File: config.mk
export PLATFORM = sky130hd
export DESIGN_NAME = threeway_round_ctrl_flat
export DESIGN_NICKNAME = d
export VERILOG_FILES = /design/src/rtl/threeway_round_ctrl_if.sv /design/src/rtl/threeway_round_ctrl.sv /design/src/flat_wrapper.sv
export SDC_FILE = /design/constraint.sdc
export NUM_CORES = 1
export LEC_CHECK = 0
export ABC_AREA = 0
export CELL_PAD_IN_SITES_DETAIL_PLACEMENT = 0
export CELL_PAD_IN_SITES_GLOBAL_PLACEMENT = 1
export CORE_UTILIZATION = 36
export CTS_CLUSTER_DIAMETER = 80
export CTS_CLUSTER_SIZE = 40
export DETAILED_ROUTE_END_ITERATION = 10
export PLACE_DENSITY = 0.83
export SYNTH_ARGS = -nofsm -noshare
export SYNTH_HDL_FRONTEND = slang
export SYNTH_SLANG_ARGS = --single-unit
File: constraint.sdc
create_clock -name clk -period 3.2 [get_ports clk]
set_input_delay 0.64 -clock clk [delete_from_list [all_inputs] [get_ports clk]]
set_output_delay 0.64 -clock clk [all_outputs]
set_load 0.1 [all_outputs]
File: src/rtl/threeway_round_ctrl_if.sv
// Bundle of the block-in / round-loop / result-out signals of the 3-Way
// round controller. The controller sits on the slave side. The environment
// (plaintext source, external round logic, ciphertext consumer) sits on the
// master side.
interface threeway_round_ctrl_if;
  logic        in_valid;
  logic        in_ready;
  logic [95:0] in_block;
  logic [95:0] in_key;
  logic [95:0] mix_x;
  logic [95:0] rnd_y;
  logic [3:0]  round_idx;
  logic        out_valid;
  logic        out_ready;

  modport slave (
    input  in_valid, in_block, in_key, rnd_y, out_ready,
    output in_ready, mix_x, round_idx, out_valid
  );

  modport master (
    output in_valid, in_block, in_key, rnd_y, out_ready,
    input  in_ready, mix_x, round_idx, out_valid
  );
endinterface

File: src/rtl/threeway_round_ctrl.sv
// Iterative round controller for 3-Way encryption.
// The block holds the cipher state, the key and the round constant. Each cycle
// it presents state ^ key ^ rc-injection on mix_x to the external theta input.
// It then takes back the completed round result on rnd_y in the same cycle.
// After NROUNDS rounds, mix_x holds the final mix word. That word stays on
// mix_x until the consumer accepts it.
module threeway_round_ctrl #(
  parameter int unsigned NROUNDS  = 11,
  parameter logic [15:0] START_RC = 16'h0b0b
) (
  input logic                  clk,
  input logic                  rst_n,
  threeway_round_ctrl_if.slave bus
);

  typedef enum logic [1:0] {
    S_IDLE = 2'd0,
    S_RUN  = 2'd1,
    S_DONE = 2'd2
  } fsm_t;

  localparam logic [3:0] LAST_ROUND = 4'(NROUNDS - 1);

  fsm_t        r_fsm;
  fsm_t        w_fsm_nxt;
  logic [95:0] r_state;
  logic [95:0] w_state_nxt;
  logic [95:0] r_key;
  logic [95:0] w_key_nxt;
  logic [15:0] r_rc;
  logic [15:0] w_rc_nxt;
  logic [3:0]  r_round;
  logic [3:0]  w_round_nxt;
  logic [95:0] w_rc_inj;

  // Round-constant step: shift left and reduce by the 3-Way polynomial 0x11011.
  function automatic logic [15:0] rc_step(input logic [15:0] rc);
    logic [16:0] t;
    t = {rc, 1'b0};
    if (t[16]) begin
      t = t ^ 17'h11011;
    end else begin
      t = t;
    end
    return t[15:0];
  endfunction

  // The round constant enters the a2 low half [79:64] and the a0 high half [31:16].
  assign w_rc_inj = {16'h0000, r_rc, 32'h0000_0000, r_rc, 16'h0000};

  assign bus.mix_x     = r_state ^ r_key ^ w_rc_inj;
  assign bus.round_idx = r_round;
  assign bus.in_ready  = (r_fsm == S_IDLE);
  assign bus.out_valid = (r_fsm == S_DONE);

  // State register for the FSM and datapath. Reset discards any block in flight.
  always_ff @(posedge clk or negedge rst_n) begin
    if (!rst_n) begin
      r_fsm   <= S_IDLE;
      r_state <= 96'd0;
      r_key   <= 96'd0;
      r_rc    <= START_RC;
      r_round <= 4'd0;
    end else begin
      r_fsm   <= w_fsm_nxt;
      r_state <= w_state_nxt;
      r_key   <= w_key_nxt;
      r_rc    <= w_rc_nxt;
      r_round <= w_round_nxt;
    end
  end

  // Next-state logic: load on accept, iterate rounds in RUN, hold until handshake in DONE.
  always_comb begin
    w_fsm_nxt   = r_fsm;
    w_state_nxt = r_state;
    w_key_nxt   = r_key;
    w_rc_nxt    = r_rc;
    w_round_nxt = r_round;
    case (r_fsm)
      S_IDLE: begin
        if (bus.in_valid) begin
          w_state_nxt = bus.in_block;
          w_key_nxt   = bus.in_key;
          w_rc_nxt    = START_RC;
          w_round_nxt = 4'd0;
          w_fsm_nxt   = S_RUN;
        end else begin
          w_fsm_nxt   = S_IDLE;
        end
      end
      S_RUN: begin
        w_state_nxt = bus.rnd_y;
        w_rc_nxt    = rc_step(r_rc);
        w_round_nxt = r_round + 4'd1;
        if (r_round == LAST_ROUND) begin
          w_fsm_nxt = S_DONE;
        end else begin
          w_fsm_nxt = S_RUN;
        end
      end
      S_DONE: begin
        if (bus.out_ready) begin
          w_round_nxt = 4'd0;
          w_fsm_nxt   = S_IDLE;
        end else begin
          w_fsm_nxt   = S_DONE;
        end
      end
      default: begin
        w_fsm_nxt   = S_IDLE;
        w_round_nxt = 4'd0;
      end
    endcase
  end

endmodule

File: src/flat_wrapper.sv
// flat-port wrapper written by rule: the top's interface ports become plain ports
module threeway_round_ctrl_flat 
#(
  parameter int unsigned NROUNDS  = 11,
  parameter logic [15:0] START_RC = 16'h0b0b
)
  (clk, rst_n, bus_in_valid, bus_in_block, bus_in_key, bus_rnd_y, bus_out_ready, bus_in_ready, bus_mix_x, bus_round_idx, bus_out_valid);
  threeway_round_ctrl_if bus_i ();
  input logic clk;
  input logic rst_n;
  input wire logic [$bits(bus_i.in_valid)-1:0] bus_in_valid;
  input wire logic [$bits(bus_i.in_block)-1:0] bus_in_block;
  input wire logic [$bits(bus_i.in_key)-1:0] bus_in_key;
  input wire logic [$bits(bus_i.rnd_y)-1:0] bus_rnd_y;
  input wire logic [$bits(bus_i.out_ready)-1:0] bus_out_ready;
  output wire logic [$bits(bus_i.in_ready)-1:0] bus_in_ready;
  output wire logic [$bits(bus_i.mix_x)-1:0] bus_mix_x;
  output wire logic [$bits(bus_i.round_idx)-1:0] bus_round_idx;
  output wire logic [$bits(bus_i.out_valid)-1:0] bus_out_valid;
  assign bus_i.in_valid = bus_in_valid;
  assign bus_i.in_block = bus_in_block;
  assign bus_i.in_key = bus_in_key;
  assign bus_i.rnd_y = bus_rnd_y;
  assign bus_i.out_ready = bus_out_ready;
  assign bus_in_ready = bus_i.in_ready;
  assign bus_mix_x = bus_i.mix_x;
  assign bus_round_idx = bus_i.round_idx;
  assign bus_out_valid = bus_i.out_valid;
  threeway_round_ctrl #(.NROUNDS(NROUNDS), .START_RC(START_RC)) u_core (.clk(clk), .rst_n(rst_n), .bus(bus_i));
endmodule
==> flow_summary.toml, run 1 <==
[yosys]
synth-simple-area-share = 0.132
syn_avg_cell_area_sq_um = 10.9
synth_area_sq_mm = 0.0106
seq_area_frac_synth = 0.508
synthAdderAreaFrac = 0.00237
ys_ff_latch = 214
syn-num-nets = 1266
syn_inst = 972
synth_compound_area_frac = 0.105
synth_xor_area_frac = 0.110
synthMuxAreaShare = 0.102
synthDistinctLibCells = 30
yosysWarnings = 0
synth_top_family_by_area = "simple AND/OR/NAND/NOR gates"

[setup_path]
arrival_ns = 1.74
crit_fanout = 49
reg2reg_to = "u_core.r_state[77]"
cp.required_ns = 2.56
cpMaxStageDelayCell = "dfrtp_4"
path_cells = "nor2_1 -> buf_4"
rrSetupSlack_ns = 1.11
crit_path_max_incr_delay_ns = 0.69
critPathCaptureType = "primary output"
path_delay_family = "flip-flops"
cp-start-kind = "flop"
path_buf_inv = 1
r2r-start = "u_core.r_fsm[0]"
crit_type = "reg2out"
reg2reg_depth = 4

[detailed_routing]
wl_met2_mm = 14.4
wl_met3_mm = 2.32
ant_nets = 0
wl_met1_mm = 12.8
dr_total_vias = 8199
drt_wl_total_mm = 30.2
drt_pass1_iterations = 4
viasPerCell = 4.78
initialDrtViolationCount = 337
route.detailed.drc = 0
wire_per_inst_microns = 17.6
top_layer = "met4"

[cts]
cts_tree = "yes"
cts_buffer_depth = 3
htree_levels = 1
cts_made_buffers = 13
post_cts_resized = 0
clkSinkCount = 214
clk_pin_slew_ns = 0.09
holdBufCountCts = 0
clkLatencyLatePin_ns = 0.48
post-cts-setup-buffers = 0
root_buffer = "clkbuf_16"

[floorplan]
io_pins = 394
initial_core_util = 0.367
fp.dieH_microns = 173
die-area_sq_mm = 0.0300
coreArea_sq_mm = 0.0288
num_rows = 62
die_w_microns = 173

[final_layout]
drive_gt1_frac = 0.135
final_common_cell = "clkdlybuf4s50_1"
nets = 1617
fin_area_sq_mm = 0.0149
layout_common_cells = "clkdlybuf4s50_1, dfrtp_1, nand2_1, buf_4, o21ai_0"
area_growth_pct = 41.2
fillerInstances = 2605

[timing]
slew_headroom = 0.570
skew_ns = 0.0197
finalSetupViolCount = 0
hold_viol_final = 0
fmax_mhz = 420
rsz0062_at_grt = "no"
drv_slew = 0
setup_tns_ns = 0
fin_hold_ws_ns = 0.0567
worst_pin_slew_ns = 0.645
fin_crit_sh = 0.745
period_needed_ns = 2.38

[worst_hold_path]
hp-class = "in2async"

[global_routing]
grt_util_all_layers = 0.202
grt_max_degree = 88
overflow = 0
grt_antenna_before_repair = 1
grt_pass1_vias = 8500
grt_pass1_wl_mm = 47.7

[placement]
hpwl_mm = 22.3
portBuffers = 393
gp_congestion = 0.816
post_dp_cell_area_sq_mm = 0.0145

[run]
maxCapViolations = 0

[outcome]
outcome = "finished, final reports clean"
layer usage:
metal  track usage  vias up
li1              -     4028
met1         0.250     3840
met2         0.345      294
met3        0.0565       37
met4        0.0520        0
met5             0        -
synth_stat cells:
library cell | number | share of area
inv_1 | 3 | 0.0011
o22ai_1 | 3 | 0.0018
dfstp_2 | 6 | 0.015
nand4_1 | 1 | 0.00059
o41ai_1 | 1 | 0.00083
clkbuf_1 | 28 | 0.010
mux2_1 | 64 | 0.068
nor3b_1 | 1 | 0.00071
nand2b_1 | 1 | 0.00059
a211o_1 | 1 | 0.00083
o21bai_2 | 1 | 0.0011
nand2_1 | 128 | 0.046
buf_2 | 26 | 0.012
and3b_1 | 96 | 0.080
xnor2_1 | 67 | 0.056
buf_4 | 8 | 0.0057
o21bai_1 | 1 | 0.00071
nor2_1 | 2 | 0.00071
a21oi_1 | 97 | 0.046
mux2_2 | 32 | 0.034
o21ai_1 | 7 | 0.0033
nor2b_1 | 5 | 0.0030
o21ai_0 | 105 | 0.050
buf_6 | 10 | 0.011
nor3b_2 | 1 | 0.0012
a22oi_1 | 1 | 0.00071
nand3_1 | 1 | 0.00047
ha_1 | 2 | 0.0024
dfrtp_1 | 208 | 0.49
xor2_1 | 65 | 0.054
registers in the layout, summed over array words and instances, names as in the netlist:
name,cells
u_core.r_key,96
u_core.r_state,96
u_core.r_rc,16
u_core.bus.round_idx,4
u_core.r_fsm,2
metrics by stage:
step	setup slack [ns]	cells	util
2_1_floorplan	0.315	972	-
3_3_place_gp	1.08	1692	0.503
3_5_place_dp	1.04	1692	0.503
4_1_cts	0.769	1713	0.517
5_1_grt	0.756	1714	0.517
6_report	0.817	1714	0.517
worst max-delay path by stage:
stage,endpoint,slack (ns),from,depth (start not counted)
final,bus_in_ready,0.82,u_core.r_fsm[0],2
after global routing,bus_in_ready,0.76,u_core.r_fsm[0],2
after CTS,bus_in_ready,0.77,u_core.r_fsm[0],2
after detailed placement,u_core.r_state[53],1.04,bus_in_valid,6
after global placement,u_core.r_state[63],1.08,bus_in_valid,6
after floorplan,bus_out_valid,0.32,u_core.r_fsm[0],4
layout make-up:
class                   instances  area (sq um)  area share
diodes                          1          2.50    0.000168
flip-flops and latches        214          5370       0.361
inverters                       3          11.3    0.000756
multi-input cells             683          4780       0.321
repair buffers                408          3830       0.257
clock buffers                  16           337      0.0226
well taps                     384           480      0.0323
clock inverters                 5          78.8     0.00529
kinds of logic after synthesis:
| group | Yosys count |
|---|---|
| AOI/OAI and AO/OA | 217 |
| xor gates and xnor gates | 132 |
| adders and majority gates | 2 |
| buffers and inverters | 75 |
| DFF | 214 |
| muxes | 96 |
| and+or+nand+nor | 236 |
Power of run 1 is not shown: default switching activity piles up to over one toggle a cycle in this logic, so the estimate is an artifact.
==> inputs of run 2 (changes only) <==
--- a/config.mk
+++ b/config.mk
@@ -8,11 +8,11 @@
 export ABC_AREA = 0
 export CELL_PAD_IN_SITES_DETAIL_PLACEMENT = 0
 export CELL_PAD_IN_SITES_GLOBAL_PLACEMENT = 1
-export CORE_UTILIZATION = 36
+export CORE_UTILIZATION = 31
 export CTS_CLUSTER_DIAMETER = 80
 export CTS_CLUSTER_SIZE = 40
 export DETAILED_ROUTE_END_ITERATION = 10
-export PLACE_DENSITY = 0.83
+export PLACE_DENSITY = 0.76
 export SYNTH_ARGS = -nofsm -noshare
 export SYNTH_HDL_FRONTEND = slang
 export SYNTH_SLANG_ARGS = --single-unit
==> constraint.sdc (replaced) <==
create_clock -name clk -period 2.1 [get_ports clk]
set_input_delay 0.42 -clock clk [delete_from_list [all_inputs] [get_ports clk]]
set_output_delay 0.42 -clock clk [all_outputs]
set_load 0.1 [all_outputs]
==> flow_summary.toml, run 2 (synthesis gave the netlist of run 1 again) <==
[global_routing]
overflow = 0
grt_antenna_before_repair = 0
grt_pass1_wl_mm = 52.5
grt_util_all_layers = 0.196
grt_max_degree = 103
grt_pass1_vias = 8838

[final_layout]
area_growth_pct = 63.5
regArea_sq_mm = 0.00537
fin_cells = 1793
final_common_cell = "clkdlybuf4s50_1"
drive_gt1_frac = 0.217
reg_top3 = "u_core.r_key (96), u_core.r_state (96), u_core.r_rc (16)"
layout_common_cells = "clkdlybuf4s50_1, dfrtp_1, nand2_1, buf_12, o21ai_0"
nets = 1630
fillerInstances = 2924
multi_input_area_sq_mm = 0.00550

[timing]
period_needed_ns = 2.02
skew_ns = 0.00762
setup_tns_ns = 0
hold_viol_final = 0
fmax_mhz = 494
fin_hold_ws_ns = 0.218
fin_crit_sh = 0.964
worst_pin_slew_ns = 0.656
rsz0062_at_grt = "yes"
slew_headroom = 0.562
finalSetupViolCount = 0
setup_slack_ns = 0.0754
drv_slew = 0

[worst_hold_path]
hp-class = "in2reg"

[floorplan]
coreArea_sq_mm = 0.0335
num_rows = 67
fp.dieH_microns = 186
initial_core_util = 0.315
die-area_sq_mm = 0.0348
io_pins = 394
die_w_microns = 186

[setup_path]
cp.required_ns = 1.68
rrSetupSlack_ns = 0.33
crit_fanout = 101
path_cells = "buf_12 -> nor2b_2 -> buf_12"
crit_type = "reg2out"
cp-start-kind = "flop"
critPathCaptureType = "primary output"
cp_common_cell = "buf_12"
arrival_ns = 1.60
path_delay_family = "flip-flops"
crit_path_max_incr_delay_ns = 0.53
path_buf_inv = 2
cpMaxStageDelayCell = "dfrtp_4"

[detailed_routing]
dr_total_vias = 8303
viasPerCell = 4.63
initialDrtViolationCount = 293
wire_per_inst_microns = 19.0
drt_wl_total_mm = 34.0
drt_pass1_iterations = 4
route.detailed.drc = 0
ant_nets = 0

[cts]
cts_buffer_depth = 3
clk_pin_slew_ns = 0.09
clkLatencyLatePin_ns = 0.48
root_buffer = "clkbuf_16"
cts_tree = "yes"
post-cts-setup-buffers = 0
htree_levels = 1
cts_made_buffers = 15
clkSinkCount = 214

[placement]
dp_cells = 1763
hpwl_mm = 24.2
pre_cts_slack_ns = 0.247
portBuffers = 393
gp_congestion = 0.769

[run]
maxCapViolations = 0

[outcome]
outcome = "finished, final reports clean"
-- run 2: cell count changes in the layout (fill, tap and decap cells not counted), sizes merged --
cell / change
buf: +7
clkbuf: +4
bufbuf: +2
bufinv: -1
clkinv: +1
clkinvlp: +1
dlygate4sd3: +1
-- run 2: repair_timing --
item	in CTS	in global routing
hold buffers	1	0
setup endpoints to repair	2	1
endpoints found under the hold margin	50	0
gates resized for setup	1	0
cloned	2	1
-- run 2: area by class of cell --
type / count / area share
Antenna cell: 1 / 0.000145
Clock buffer: 19 / 0.0244
Clock inverter: 6 / 0.00312
Inverter: 3 / 0.000653
Multi-Input combinational cell: 683 / 0.319
Sequential cell: 214 / 0.311
Tap cell: 448 / 0.0325
Timing Repair Buffer: 419 / 0.309
-- run 2: layer usage --
metal | global-route usage | part of all wire | routed length [microns] | up-vias
met5 | 0 | 0 | 0 | -
met4 | 0.0287 | 0.016 | 555 | 0
met3 | 0.0547 | 0.076 | 2580 | 26
met2 | 0.343 | 0.49 | 16800 | 299
met1 | 0.244 | 0.41 | 14100 | 3985
li1 | - | - | - | 3993
-- run 2: path summary, 6_finish.rpt --
path | depth (start not counted) | end | startpoint
min in group asynchronous | 2 | u_core.r_key[23] | rst_n
max in group asynchronous | 3 | u_core.r_rc[11] | rst_n
worst max-delay path | 3 | bus_out_valid | u_core.r_fsm[0]
worst min register to register | 2 | u_core.r_state[18] | u_core.r_state[18]
worst min-delay path | 2 | u_core.bus.round_idx[2] | bus_in_valid
worst max register to register | 4 | u_core.r_key[15] | u_core.r_fsm[1]
-- run 2: metrics by stage --
stage	util	area, sq um
detailed placement	0.497	16700
CTS	0.514	17200
global placement	0.497	16700
global route	0.514	17200
floorplan	-	11300
finish	0.514	17200
Power of run 2 is left out for the same reason.
==> inputs of run 3 (changes only) <==
--- a/config.mk
+++ b/config.mk
@@ -8,11 +8,11 @@
 export ABC_AREA = 0
 export CELL_PAD_IN_SITES_DETAIL_PLACEMENT = 0
 export CELL_PAD_IN_SITES_GLOBAL_PLACEMENT = 1
-export CORE_UTILIZATION = 31
+export CORE_UTILIZATION = 36
 export CTS_CLUSTER_DIAMETER = 80
 export CTS_CLUSTER_SIZE = 40
 export DETAILED_ROUTE_END_ITERATION = 10
-export PLACE_DENSITY = 0.76
+export PLACE_DENSITY = 0.83
 export SYNTH_ARGS = -nofsm -noshare
 export SYNTH_HDL_FRONTEND = slang
 export SYNTH_SLANG_ARGS = --single-unit
==> constraint.sdc (replaced) <==
create_clock -name clk -period 2.5 [get_ports clk]
set_input_delay 0.5 -clock clk [delete_from_list [all_inputs] [get_ports clk]]
set_output_delay 0.5 -clock clk [all_outputs]
set_load 0.1 [all_outputs]
==> flow_summary.toml, run 3 (synthesis gave the netlist of run 1 again) <==
[outcome]
outcome = "finished, final reports clean"

[timing]
hold_viol_final = 0
rsz0062_at_grt = "no"
skew_ns = 0.0215
setup_slack_ns = 0.242
fin_crit_sh = 0.903
worst_pin_slew_ns = 0.693
drv_slew = 0
slew_headroom = 0.538
period_needed_ns = 2.26
finalSetupViolCount = 0
fmax_mhz = 443

[run]
maxCapViolations = 0

[global_routing]
grt_pass1_vias = 8486
grt_antenna_before_repair = 2
overflow = 0
grt_util_all_layers = 0.204
grt_max_degree = 89
grt_pass1_wl_mm = 47.8

[detailed_routing]
initialDrtViolationCount = 291
wl_met2_mm = 15.2
ant_nets = 0
viasPerCell = 4.80
drt_pass1_iterations = 4
drt_wl_total_mm = 31.0
wl_met3_mm = 2.56
dr_total_vias = 8269
route.detailed.drc = 0
wl_met1_mm = 12.8
top_layer = "met4"
wire_per_inst_microns = 18.0

[setup_path]
crit_type = "reg2out"
cp-start-kind = "flop"
cp.required_ns = 2.00
arrival_ns = 1.76
reg2reg_depth = 3
crit_fanout = 44
critPathCaptureType = "primary output"

[cts]
post-cts-setup-buffers = 0
holdBufCountCts = 1
cts_buffer_depth = 3
cts_tree = "yes"
clkSinkCount = 214
clkLatencyLatePin_ns = 0.49
clk_pin_slew_ns = 0.11
post_cts_resized = 0
root_buffer = "clkbuf_16"
htree_levels = 1
cts_made_buffers = 14

[final_layout]
final_core_util = 0.539
drive_gt1_frac = 0.163
layout_common_cells = "clkdlybuf4s50_1, dfrtp_1, nand2_1, o21ai_0, a21oi_1"
nets = 1621
final_common_cell = "clkdlybuf4s50_1"
reg_top3 = "u_core.r_key (96), u_core.r_state (96), u_core.r_rc (16)"
fin_area_sq_mm = 0.0155
area_growth_pct = 47.2

[floorplan]
die_w_microns = 173
initial_core_util = 0.367
num_rows = 62
io_pins = 394
die-area_sq_mm = 0.0300
fp.dieH_microns = 173
coreArea_sq_mm = 0.0288

[placement]
portBuffers = 393
gp_congestion = 0.819
hpwl_mm = 22.8
post_dp_cell_area_sq_mm = 0.0150
pre_cts_slack_ns = 0.508

[worst_hold_path]
hp-class = "in2async"
## run 3: area by class of cell
class | instances | area [sq um]
Antenna cell | 2 | 5.00
Clock buffer | 16 | 379
Clock inverter | 8 | 97.6
Fill cell | 2553 | 13300
Inverter | 3 | 11.3
Multi-Input combinational cell | 683 | 5010
Sequential cell | 214 | 5370
Tap cell | 384 | 480
Timing Repair Buffer | 411 | 4170
## run 3: final timing paths
| check | to | startpoint | slack, ns |
|---|---|---|---|
| worst max register to register | u_core.r_key[60] | u_core.r_fsm[1] | 0.50 |
| worst max-delay path | bus_out_valid | u_core.r_fsm[1] | 0.24 |
| worst min-delay path | u_core.r_key[13] | rst_n | 0.49 |
| max in group asynchronous | u_core.r_rc[3] | rst_n | 1.30 |
| min in group clk | u_core.r_state[34] | u_core.r_state[34] | 0.51 |
| worst min register to register | u_core.r_state[34] | u_core.r_state[34] | 0.51 |
## run 3: per-stage QoR
stage,instances,TNS (ns),hold slack (ns)
floorplan,972,-0.239,0.204
global placement,1694,0,0.402
detailed placement,1694,0,0.405
CTS,1719,0,0.456
global route,1720,0,0.482
finish,1721,0,0.488
## run 3: critical path: stages, from the launching register on
cell,delay [ns]
dfrtp_4,0.79
nor2b_2,0.29
buf_12,0.19
## run 3: metal layers
layer | up-vias | global-route usage
li1 | 4033 | -
met1 | 3928 | 0.253
met2 | 285 | 0.356
met3 | 23 | 0.0605
met4 | 0 | 0.0321
met5 | - | 0
Power of run 3 is left out for the same reason.
